--- config.mk ---
export PLATFORM = sky130hd
export DESIGN_NAME = serializer
export DESIGN_NICKNAME = d
export VERILOG_FILES = /design/src/rtl/serializer.sv
export SDC_FILE = /design/constraint.sdc
export NUM_CORES = 1
export LEC_CHECK = 0
export CAP_MARGIN = 20
export CORE_MARGIN = 2
export CORE_UTILIZATION = 49
export CTS_CLUSTER_DIAMETER = 150
export DETAILED_ROUTE_END_ITERATION = 12
export PLACE_DENSITY = 0.81
export SETUP_SLACK_MARGIN = 0.5
export SLEW_MARGIN = 20
export SYNTH_ARGS = -nofsm -noshare
export SYNTH_HDL_FRONTEND = slang
export SYNTH_SLANG_ARGS = --single-unit
--- constraint.sdc ---
create_clock -name clk -period 2.6 [get_ports clk]
set_clock_uncertainty 0.15 [all_clocks]
set_input_delay 0.52 -clock clk [delete_from_list [all_inputs] [get_ports clk]]
set_output_delay 0.52 -clock clk [all_outputs]
set_load 0.05 [all_outputs]
--- src/rtl/serializer.sv ---
// Parallel-in, serial-out shifter with valid/ready load and per-event bit advance.
// Optional even-parity trailer bit when SERIALIZER_PARITY_EN is defined.
module serializer #(
    parameter int BIT_DEPTH = 8,
    parameter int MSB_FIRST = 1
) (
    input  logic                           clk,
    input  logic                           reset,
    input  logic [BIT_DEPTH-1:0]           load_data,
    input  logic                           load_valid,
    output logic                           load_ready,
    input  logic                           shift_event,
    output logic                           serial_out,
    output logic                           serial_valid,
    output logic                           busy,
    output logic [$clog2(BIT_DEPTH+2)-1:0] bits_left,
    output logic                           done
);

    localparam int BL = $clog2(BIT_DEPTH + 2);
`ifdef SERIALIZER_PARITY_EN
    localparam int NBITS = BIT_DEPTH + 1;
`else
    localparam int NBITS = BIT_DEPTH;
`endif
    localparam logic [BL-1:0] N_LOAD = BL'(NBITS);

    typedef enum logic {
        IDLE,
        SHIFT
    } state_t;

    state_t               state_q, state_d;
    logic [BIT_DEPTH-1:0] data_q, data_d;
    logic [BL-1:0]        bits_left_q, bits_left_d;
    logic                 serial_out_q, serial_out_d;
    logic                 serial_valid_q, serial_valid_d;
    logic                 busy_q, busy_d;
    logic                 done_q, done_d;
    logic                 load_ready_q, load_ready_d;
`ifdef SERIALIZER_PARITY_EN
    logic                 par_q, par_d;
`endif

    function automatic logic out_bit(input logic [BIT_DEPTH-1:0] d);
        return (MSB_FIRST != 0) ? d[BIT_DEPTH-1] : d[0];
    endfunction

    function automatic logic [BIT_DEPTH-1:0] shift_one(input logic [BIT_DEPTH-1:0] d);
        return (MSB_FIRST != 0) ? {d[BIT_DEPTH-2:0], 1'b0} : {1'b0, d[BIT_DEPTH-1:1]};
    endfunction

    logic [BIT_DEPTH-1:0] shifted;

    always_comb begin
        state_d        = state_q;
        data_d         = data_q;
        bits_left_d    = bits_left_q;
        serial_out_d   = serial_out_q;
        serial_valid_d = serial_valid_q;
        busy_d         = busy_q;
        load_ready_d   = load_ready_q;
        done_d         = 1'b0;
        shifted        = shift_one(data_q);
`ifdef SERIALIZER_PARITY_EN
        par_d          = par_q;
`endif
        unique case (state_q)
            IDLE: begin
                if (load_valid) begin
                    state_d        = SHIFT;
                    data_d         = load_data;
                    bits_left_d    = N_LOAD;
                    serial_out_d   = out_bit(load_data);
                    serial_valid_d = 1'b1;
                    busy_d         = 1'b1;
                    load_ready_d   = 1'b0;
`ifdef SERIALIZER_PARITY_EN
                    par_d          = ^load_data;
`endif
                end
            end
            SHIFT: begin
                if (shift_event) begin
                    data_d      = shifted;
                    bits_left_d = bits_left_q - 1'b1;
                    if (bits_left_q == BL'(1)) begin
                        state_d        = IDLE;
                        serial_out_d   = 1'b0;
                        serial_valid_d = 1'b0;
                        busy_d         = 1'b0;
                        load_ready_d   = 1'b1;
                        done_d         = 1'b1;
                    end else begin
                        serial_out_d = out_bit(shifted);
`ifdef SERIALIZER_PARITY_EN
                        // Trailer bit goes out last whatever the data order.
                        if (bits_left_q == BL'(2)) serial_out_d = par_q;
`endif
                    end
                end
            end
            default: state_d = IDLE;
        endcase
    end

    always_ff @(posedge clk or posedge reset) begin
        if (reset) begin
            state_q        <= IDLE;
            data_q         <= '0;
            bits_left_q    <= '0;
            serial_out_q   <= 1'b0;
            serial_valid_q <= 1'b0;
            busy_q         <= 1'b0;
            done_q         <= 1'b0;
            load_ready_q   <= 1'b1;
`ifdef SERIALIZER_PARITY_EN
            par_q          <= 1'b0;
`endif
        end else begin
            state_q        <= state_d;
            data_q         <= data_d;
            bits_left_q    <= bits_left_d;
            serial_out_q   <= serial_out_d;
            serial_valid_q <= serial_valid_d;
            busy_q         <= busy_d;
            done_q         <= done_d;
            load_ready_q   <= load_ready_d;
`ifdef SERIALIZER_PARITY_EN
            par_q          <= par_d;
`endif
        end
    end

    assign load_ready   = load_ready_q;
    assign serial_out   = serial_out_q;
    assign serial_valid = serial_valid_q;
    assign busy         = busy_q;
    assign bits_left    = bits_left_q;
    assign done         = done_q;

endmodule
==> results.yml, run 1 <==
run_status:
  outcome: "finished, final reports clean"
routing:
  vias: 598
  post-route-drc-count: 0
  detailedRoute.firstPassIterationCount: 4
  drtAntennaViolNets: 0
  initial_drt_markers: 6
  post_drt_wl_per_cell_um: 13.10
  wl_mm: 1.441
  detail_route.vias_per_cell: 5.436
grt:
  antenna_violations_before_repair: 0
  vias_in_the_first_global_route: 569
  grt_start_max_net_pins: 17
  global_route.usage.total_pct: 17.71
  grt_pass1_wl_mm: 2.421
  remaining_global_route_overflow: 0
cts:
  clock_tree.root_cell: "sky130_fd_sc_hd__clkbuf_4"
  numCtsBuffers: 3
  clkSinkCount: 16
  h-tree-depth: 1
  postCtsSetupRepairBufs: 0
  worst_setup_hold_path_clk_slew_ns: 0.09
  clkLatencyLatePin_ns: 0.29
  tritoncts: "done"
  number_of_buffers_between_clock_root_and_the_deepest_sink: 2
timing:
  maxSlewHeadroom_pct: 59.86
  fin_crit_ns: 2.023
  rsz_0062_raised_after_global_routing: "false"
  worstMarginPinSlew_ns: 0.6014
  finalHoldViolations: 0
  setup_violations: 0
  max_freq_mhz: 494.3
  fin_setup_tns_ns: 0
  final_min_period_over_clock_period_pct: 77.81
  drv_slew: 0
place:
  placed_cells: 106
  numPortBuffers: 20
  place.detailed.hpwl_mm: 1.070
  gp_congestion: 0.7505
worst_setup_path:
  critical_path_required_ns: 1.93
  timing.rr.start: "bits_left[1]$_DFFE_PP0P_"
  cp.buffers_inverters: 1
  cp-end-kind: "output pin"
  worstPathCellList: "dlygate4sd2_1"
  setup.worst_path.class: "reg -> out"
  worst_path_largest_cell_delay_ns: 0.54
  rr_worst_depth: 5
  cp_data_arrival_time_ns: 1.35
  critPathLaunchType: "flip-flop"
  r2r_setup_slack_ns: 1.01
  worst_path_cell_with_the_longest_stage_delay: "sky130_fd_sc_hd__dfstp_2"
  path_max_fanout: 2
  path_delay_family: "flip-flops"
  timing.rr.end: "serial_out$_DFFE_PP0P_"
hold_path:
  min_to: "load_ready$_DFFE_PP1P_"
  hold_path.startpoint: "load_ready$_DFFE_PP1P_"
  hold_depth: 1
  hp-class: "reg -> reg"
synth:
  post_synth_num_cell_types: 29
  synth_enable_flop_cells: 0
  yosys_register_bits: 16
  syn-mean-instance-area_sq_um: 10.36
  ys_seq_area_share_pct: 51.69
  netlist_area_sq_um: 777.0
  async_flop_share_pct: 100.0
  synth_instances: 75
  postSynthNetCount: 89
  synthFlopType: "sky130_fd_sc_hd__dfrtp_1"
  ys.warnings.count: 0
power:
  power_density_nw_per_um2: 1201
  clockPowerShare_pct: 13.8
  power.total_uw: 1189
  power_frac_comb_pct: 47.5
  power_switching_uw: 549.6
  switching_share_pct: 46.23
  ir_drop_mv: 0.7443
  sequentialPowerShare_pct: 38.7
  power_report.internal_total_uw: 639.3
  p_leak_uw: 0.0004417
floorplanning:
  die_x_um: 43.82
  placeableCoreArea_sq_um: 1489
  core.rowCount: 14
  starting_density_of_the_core_pct: 52.18
  die_h_um: 43.82
  fp.dieArea_sq_um: 1920
  floorplan.io_pins: 21
layout:
  growth_of_design_area_from_synthesis_to_finish_pct: 27.38
  fraction_of_layout_instances_using_a_drive_strength_above_1_pct: 10.64
  multi_input_comb_area_sq_um: 331.6
  final.fill_count: 135
  final_nets: 109
  area_taken_by_flip_flops_and_latches_sq_um: 401.6
  instances_no_fill: 110
  finish.utilization_pct: 66.47
  insertedDiodeCount: 0
job:
  max_cap_viol_count: 0
-- per-stage QoR --
step	setup slack, ns	hold WS (ns)	area, sq um
finish	0.5769	0.3657	989.7
detailed placement	0.6284	0.3463	964.7
floorplan	0.8368	0.2830	777.0
CTS	0.5655	0.3676	989.7
global placement	0.6299	0.3414	964.7
global route	0.5442	0.3747	989.7
-- sequential cells by signal (all words and copies together) (netlist names) --
register,count
data_q,7
bits_left,4
busy,1
done,1
load_ready,1
serial_out,1
state_q,1
-- layer usage --
metal  wire length, um  global-route usage, %
met1               626                  21.77
met4                59                  15.76
met2               667                  25.29
met3                88                  4.583
met5                 0                      0
-- synth_stat cells (all sizes together) (2+ instances only) --
master,count,area share (%)
mux2i,2,2.6
nor2b,3,2.4
nor2,17,9.2
buf,5,4.2
o21ai,4,2.6
inv,3,1.4
nand2,2,1.3
ha,2,3.2
o22ai,6,4.8
dfrtp,15,48
-- cells in the final DEF (no fill, tap or decap), types with 2 or more instances in the layout --
cell type / instances
sky130_fd_sc_hd__ha_1: 2
sky130_fd_sc_hd__clkdlybuf4s50_1: 11
sky130_fd_sc_hd__nor2b_1: 3
sky130_fd_sc_hd__dlygate4sd2_1: 9
sky130_fd_sc_hd__clkbuf_4: 3
sky130_fd_sc_hd__dfrtp_1: 15
sky130_fd_sc_hd__nor2_1: 16
sky130_fd_sc_hd__inv_1: 3
sky130_fd_sc_hd__mux2i_1: 2
sky130_fd_sc_hd__o22ai_1: 6
sky130_fd_sc_hd__o21ai_0: 4
-- power groups by stage --
stage | sequential [uW] | clock [uW] | combinational (uW)
6_report | 460 | 164 | 564
5_1_grt | 479 | 181 | 609
4_1_cts | 463 | 171 | 570
3_5_place_dp | 471 | 0 | 613
3_3_place_gp | 461 | 0 | 601
2_1_floorplan | 643 | 0 | 261
-- cells by family (layout without fill, tap and decap cells) --
family,count (synthesis),count (layout),synth area share [%]
AO/OA/AOI/OAI,16,16,13.05
XOR/XNOR,1,1,1.127
adder cells (fa/ha/maj),2,2,3.220
buffers and inverters,8,27,5.636
flip-flops,16,16,51.69
multiplexers,3,3,4.026
AND/OR/NAND/NOR,29,29,21.26
-- cell type report --
class / instances / area share (%)
inverters: 3 / 1.138
multi-input cells: 51 / 33.50
repair buffers: 20 / 19.09
clock buffers: 4 / 3.666
flip-flops and latches: 16 / 40.58
well taps: 16 / 2.023
-- how the worst max path moves through the flow --
stage | startpoint | endpoint | slack (ns) | depth (start not counted)
3_3_place_gp | load_ready$_DFFE_PP1P_ | load_ready | 0.63 | 1
6_report | load_ready$_DFFE_PP1P_ | load_ready | 0.58 | 1
4_1_cts | load_ready$_DFFE_PP1P_ | load_ready | 0.57 | 1
2_1_floorplan | bits_left[0]$_DFFE_PP0P_ | serial_out$_DFFE_PP0P_ | 0.84 | 4
5_1_grt | load_ready$_DFFE_PP1P_ | load_ready | 0.54 | 1
3_5_place_dp | load_ready$_DFFE_PP1P_ | load_ready | 0.63 | 1
-- what timing repair did --
action                                  in CTS  in global routing
hold buffers                                 0                  0
resized for setup                            9                  0
endpoints found under the setup margin       9                  0
No activity file was read; power rests on OpenSTA's default activity.
==> inputs of run 2 (changes only) <==
--- a/config.mk
+++ b/config.mk
@@ -7,10 +7,10 @@
 export LEC_CHECK = 0
 export CAP_MARGIN = 20
 export CORE_MARGIN = 2
-export CORE_UTILIZATION = 49
+export CORE_UTILIZATION = 46
 export CTS_CLUSTER_DIAMETER = 150
 export DETAILED_ROUTE_END_ITERATION = 12
-export PLACE_DENSITY = 0.81
+export PLACE_DENSITY = 0.77
 export SETUP_SLACK_MARGIN = 0.5
 export SLEW_MARGIN = 20
 export SYNTH_ARGS = -nofsm -noshare
==> constraint.sdc (replaced) <==
create_clock -name clk -period 2 [get_ports clk]
set_clock_uncertainty 0.15 [all_clocks]
set_input_delay 0.4 -clock clk [delete_from_list [all_inputs] [get_ports clk]]
set_output_delay 0.4 -clock clk [all_outputs]
set_load 0.05 [all_outputs]
==> run 2 against run 1 <==
Sequential power increased by 28%. Critical path depth is the same. Flip-flop and latch count stayed put. Non-clock buffer count is 9 higher. Clock power rose by 32%. Largest cell class unchanged. Total power is 48% higher. Wire length increased by 12%.
==> results.yml, run 2 (synthesized netlist as in run 1, its figures left out) <==
cts:
  number_of_buffers_between_clock_root_and_the_deepest_sink: 2
  tritoncts: "done"
  post_cts_hold_buffer_count: 0
  numCtsBuffers: 3
  clkSinkCount: 16
  h-tree-depth: 1
  worst_setup_hold_path_clk_slew_ns: 0.10
  clkLatencyLatePin_ns: 0.29
  clock_tree.root_cell: "sky130_fd_sc_hd__clkbuf_4"
routing:
  detailedRoute.firstPassIterationCount: 3
  initial_drt_markers: 6
  wl_mm: 1.619
  post-route-drc-count: 0
  detail_route.vias_per_cell: 5.353
  vias: 637
  drtAntennaViolNets: 0
  post_drt_wl_per_cell_um: 13.61
grt:
  global_route.usage.total_pct: 17.94
  remaining_global_route_overflow: 0
  grt_pass1_wl_mm: 2.622
  vias_in_the_first_global_route: 610
  grt_start_max_net_pins: 17
  antenna_violations_before_repair: 0
floorplanning:
  floorplan.io_pins: 21
  die_x_um: 45.10
  fp.dieArea_sq_um: 2034
  placeableCoreArea_sq_um: 1541
  die_h_um: 45.10
  core.rowCount: 14
  starting_density_of_the_core_pct: 50.41
place:
  place.detailed.hpwl_mm: 1.079
  numPortBuffers: 20
  gp_congestion: 0.8090
worst_setup_path:
  setup.worst_path.class: "reg -> out"
  critPathLaunchType: "flip-flop"
  cp_data_arrival_time_ns: 0.99
  critical_path_required_ns: 1.45
  critical_path_depth: 1
  cp-end-kind: "output pin"
  worstPathCellList: "buf_8"
  cp.buffers_inverters: 1
  path_max_fanout: 2
  rr_worst_depth: 5
  worst_path_largest_cell_delay_ns: 0.56
  path_delay_family: "flip-flops"
  worst_path_cell_with_the_longest_stage_delay: "sky130_fd_sc_hd__dfstp_2"
power:
  ir_drop_mv: 1.172
  power.total_uw: 1754
  p_leak_uw: 0.0004781
  power_density_nw_per_um2: 1642
timing:
  hold_ws_ns: 0.2449
  rsz_0062_raised_after_global_routing: "true"
  setup_violations: 0
  drv_slew: 0
  maxSlewHeadroom_pct: 76.44
  finalHoldViolations: 0
  fin_crit_ns: 1.543
  worstMarginPinSlew_ns: 0.3535
  fin_setup_tns_ns: 0
  max_freq_mhz: 647.9
  final_min_period_over_clock_period_pct: 77.17
layout:
  fraction_of_layout_instances_using_a_drive_strength_above_1_pct: 33.01
  growth_of_design_area_from_synthesis_to_finish_pct: 37.52
  largest_register_ff_count: 7
  final_common_cell: "sky130_fd_sc_hd__buf_4"
  highest_count_cells_in_the_layout_ignoring_fill_and_taps: "sky130_fd_sc_hd__buf_4, sky130_fd_sc_hd__nor2_1, sky130_fd_sc_hd__dfrtp_1"
  final_nets: 118
  register_with_the_most_flip_flops: "data_q"
  insertedDiodeCount: 0
run_status:
  outcome: "finished, final reports clean"
job:
  max_cap_viol_count: 0
hold_path:
  hp-class: "in -> async"
run 2: path summary, 6_finish.rpt:
kind / from / slack (ns) / to
worst max-delay path: load_ready$_DFFE_PP1P_ / 0.46 / load_ready
worst min-delay path: reset / 0.24 / data_q[0]$_DFFE_PP0P_
worst max register to register: bits_left[1]$_DFFE_PP0P_ / 0.54 / serial_out$_DFFE_PP0P_
worst min register to register: data_q[3]$_DFFE_PP0P_ / 0.38 / data_q[3]$_DFFE_PP0P_
max in group asynchronous: reset / 1.20 / load_ready$_DFFE_PP1P_
min in group clk: data_q[3]$_DFFE_PP0P_ / 0.38 / data_q[3]$_DFFE_PP0P_
run 2: metrics by stage:
step / std cells / setup WS, ns / instance area (sq um) / util [%]
after floorplan: 75 / 0.4438 / 779.5 / -
after global placement: 107 / 0.1780 / 952.2 / 61.77
after detailed placement: 107 / 0.1212 / 952.2 / 61.77
after CTS: 115 / 0.4436 / 1026 / 66.56
after global routing: 119 / 0.4287 / 1069 / 69.32
final: 119 / 0.4566 / 1069 / 69.32
run 2: what timing repair did:
| item | 4_1_cts | 5_1_grt |
|---|---|---|
| buffers inserted | 4 | 4 |
| endpoints found under the setup margin | 10 | 6 |
| pin swaps | 0 | 1 |
| gates cloned | 0 | 0 |
| resized for setup | 6 | 2 |
run 2: metal layers:
layer,track usage (%),wire length [um]
met5,0,0
met3,2.800,86
met2,29.43,802
met4,7.647,19
met1,23.45,711
run 2: report_power, final:
part           internal [uW]  total [uW]  switching [uW]
logic                    395         948             553
clock network            111         216             105
registers                474         590             117
total                    980        1750             774
run 2: layout make-up:
cell class,count,area [sq um]
Inverter,3,11.26
Fill cell,132,473.0
Clock buffer,4,36.28
Multi-Input combinational cell,51,344.1
Sequential cell,16,406.6
Timing Repair Buffer,29,250.2
Tap cell,16,20.02
==> inputs of run 3 (changes only) <==
--- a/config.mk
+++ b/config.mk
@@ -7,10 +7,10 @@
 export LEC_CHECK = 0
 export CAP_MARGIN = 20
 export CORE_MARGIN = 2
-export CORE_UTILIZATION = 46
+export CORE_UTILIZATION = 41
 export CTS_CLUSTER_DIAMETER = 150
 export DETAILED_ROUTE_END_ITERATION = 12
-export PLACE_DENSITY = 0.77
+export PLACE_DENSITY = 0.72
 export SETUP_SLACK_MARGIN = 0.5
 export SLEW_MARGIN = 20
 export SYNTH_ARGS = -nofsm -noshare
==> constraint.sdc (replaced) <==
create_clock -name clk -period 1.3 [get_ports clk]
set_clock_uncertainty 0.15 [all_clocks]
set_input_delay 0.26 -clock clk [delete_from_list [all_inputs] [get_ports clk]]
set_output_delay 0.26 -clock clk [all_outputs]
set_load 0.05 [all_outputs]
==> run 3 against run 2 <==
The flow now finishes with violations (setup timing). Wire length is 23% higher. Worst setup slack got worse by 0.65 ns. Utilization increased by 8.5 points. Sequential power grew 64%. Largest cell class is now buffers.
==> results.yml, run 3 (synthesized netlist as in run 1, its figures left out) <==
run_status:
  outcome: "complete, but fails checks"
  violated_checks: "setup timing"
grt:
  remaining_global_route_overflow: 0
  global_route.usage.total_pct: 20.17
  antenna_violations_before_repair: 0
  grt_start_max_net_pins: 17
  grt_pass1_wl_mm: 3.091
  vias_in_the_first_global_route: 682
floorplanning:
  die_x_um: 47.53
  floorplan.io_pins: 21
  die_h_um: 47.53
  starting_density_of_the_core_pct: 44.52
  fp.dieArea_sq_um: 2259
  placeableCoreArea_sq_um: 1745
  core.rowCount: 15
cts:
  h-tree-depth: 1
  numCtsBuffers: 3
  clkLatencyLatePin_ns: 0.28
  clkSinkCount: 16
  post_cts_hold_buffer_count: 0
  number_of_buffers_between_clock_root_and_the_deepest_sink: 2
  tritoncts: "done"
  worst_setup_hold_path_clk_slew_ns: 0.09
  clock_tree.root_cell: "sky130_fd_sc_hd__clkbuf_4"
hold_path:
  hp-class: "in -> async"
worst_setup_path:
  timing.rr.start: "bits_left[1]$_DFFE_PP0P_"
  rr_worst_depth: 5
  setup.worst_path.start: "bits_left[1]$_DFFE_PP0P_"
  critPathLaunchType: "flip-flop"
  path_max_fanout: 4
  cp-end-kind: "flip-flop"
  r2r_setup_slack_ns: -0.19
  worst_path_cell_with_the_longest_stage_delay: "sky130_fd_sc_hd__dfrtp_2"
  timing.rr.end: "busy$_DFFE_PP0P_"
  setup.worst_path.class: "reg -> reg"
  critical_path_required_ns: 1.33
  cp_data_arrival_time_ns: 1.52
  worst_path_largest_cell_delay_ns: 0.43
  worstPathCellList: "inv_2 -> ha_4 -> or3b_4 -> nor2_4 -> nor2_1"
routing:
  detailedRoute.firstPassIterationCount: 4
  drtAntennaViolNets: 0
  wl_mm: 1.991
  vias: 708
  initial_drt_markers: 18
  detail_route.vias_per_cell: 5.130
  post-route-drc-count: 0
  post_drt_wl_per_cell_um: 14.43
timing:
  hold_ws_ns: 0.1205
  drv_slew: 0
  max_freq_mhz: 670.2
  final_min_period_over_clock_period_pct: 114.8
  setup_ws_ns: -0.1920
  fin_crit_ns: 1.492
  fin_setup_tns_ns: -1.583
  setup_violations: 15
  worstMarginPinSlew_ns: 0.4149
  rsz_0062_raised_after_global_routing: "true"
  maxSlewHeadroom_pct: 72.34
  finalHoldViolations: 0
place:
  placed_cells: 128
  place.detailed.hpwl_mm: 1.247
  gp_congestion: 0.7558
  numPortBuffers: 20
layout:
  final_common_cell: "sky130_fd_sc_hd__buf_4"
  largest_register_ff_count: 7
  instances_no_fill: 138
  finish.utilization_pct: 77.78
  growth_of_design_area_from_synthesis_to_finish_pct: 74.72
  highest_count_cells_in_the_layout_ignoring_fill_and_taps: "sky130_fd_sc_hd__buf_4, sky130_fd_sc_hd__nor2_1, sky130_fd_sc_hd__buf_12"
  fraction_of_layout_instances_using_a_drive_strength_above_1_pct: 50.44
  insertedDiodeCount: 0
  register_with_the_most_flip_flops: "data_q"
  final_nets: 128
power:
  power_density_nw_per_um2: 2505
  ir_drop_mv: 1.493
  p_leak_uw: 0.0005859
job:
  max_cap_viol_count: 0
[run 3: cell count changes in the layout (fill, tap and decap cells not counted), moves of 3 or more]
cell / change
sky130_fd_sc_hd__buf_12: +10
sky130_fd_sc_hd__buf_4: -4
sky130_fd_sc_hd__buf_6: +5
sky130_fd_sc_hd__dfrtp_1: -3
sky130_fd_sc_hd__dfrtp_2: +3
sky130_fd_sc_hd__nor2_1: -6
sky130_fd_sc_hd__nor2_2: +6
sky130_fd_sc_hd__o21ai_0: -4
sky130_fd_sc_hd__o21ai_1: +4
[run 3: timing repair]
action / in CTS / in global routing
setup endpoints to repair: 25 / 25
pin swaps: 4 / 1
setup buffers: 6 / 0
gates resized for setup: 20 / 6
[run 3: area by class of cell]
type / count / area, sq um
fill: 111 / 387.9
tap: 25 / 31.28
sequential: 16 / 410.4
multi-input combinational: 51 / 406.6
inverter: 3 / 11.26
clock buffer: 4 / 36.28
timing repair buffer: 39 / 461.7
[run 3: worst max path at each step]
stage	endpoint	slack, ns
6_report	busy$_DFFE_PP0P_	-0.19
5_1_grt	serial_out$_DFFE_PP0P_	-0.26
4_1_cts	busy$_DFFE_PP0P_	-0.17
3_5_place_dp	data_q[1]$_DFFE_PP0P_	-0.33
3_3_place_gp	data_q[2]$_DFFE_PP0P_	-0.27
2_1_floorplan	serial_out$_DFFE_PP0P_	-0.26
[run 3: metal layers]
metal | vias to the layer above | track usage, % | wire [um]
li1 | 331 | - | -
met1 | 349 | 23.35 | 791
met2 | 22 | 37.03 | 1091
met3 | 6 | 3.019 | 77
met4 | 0 | 8.108 | 31
met5 | - | 0 | 0
[run 3: critical path, delay by kind of cell, from the launching register on]
family / cells / cell delay (ns)
AND/OR/NAND/NOR: 3 / 0.62
flip-flops: 1 / 0.43
adder cells (fa/ha/maj): 1 / 0.12
buffers and inverters: 1 / 0.08
[run 3: through the flow]
step	total power, uW	instance area, sq um	setup WS (ns)
floorplan	1862	795.8	-0.2562
global placement	2707	1187	-0.2686
global route	3570	1358	-0.2588
CTS	3336	1336	-0.1653
detailed placement	2754	1187	-0.3275
finish	3401	1358	-0.1920
[run 3: power by group]
group / internal [uW] / total [uW] / leakage [uW] / switching [uW]
registers: 737 / 967 / 0.000177 / 230
logic: 1120 / 2110 / 0.000388 / 992
clock network: 170 / 324 / 0.0000210 / 153
total: 2030 / 3400 / 0.000586 / 1370
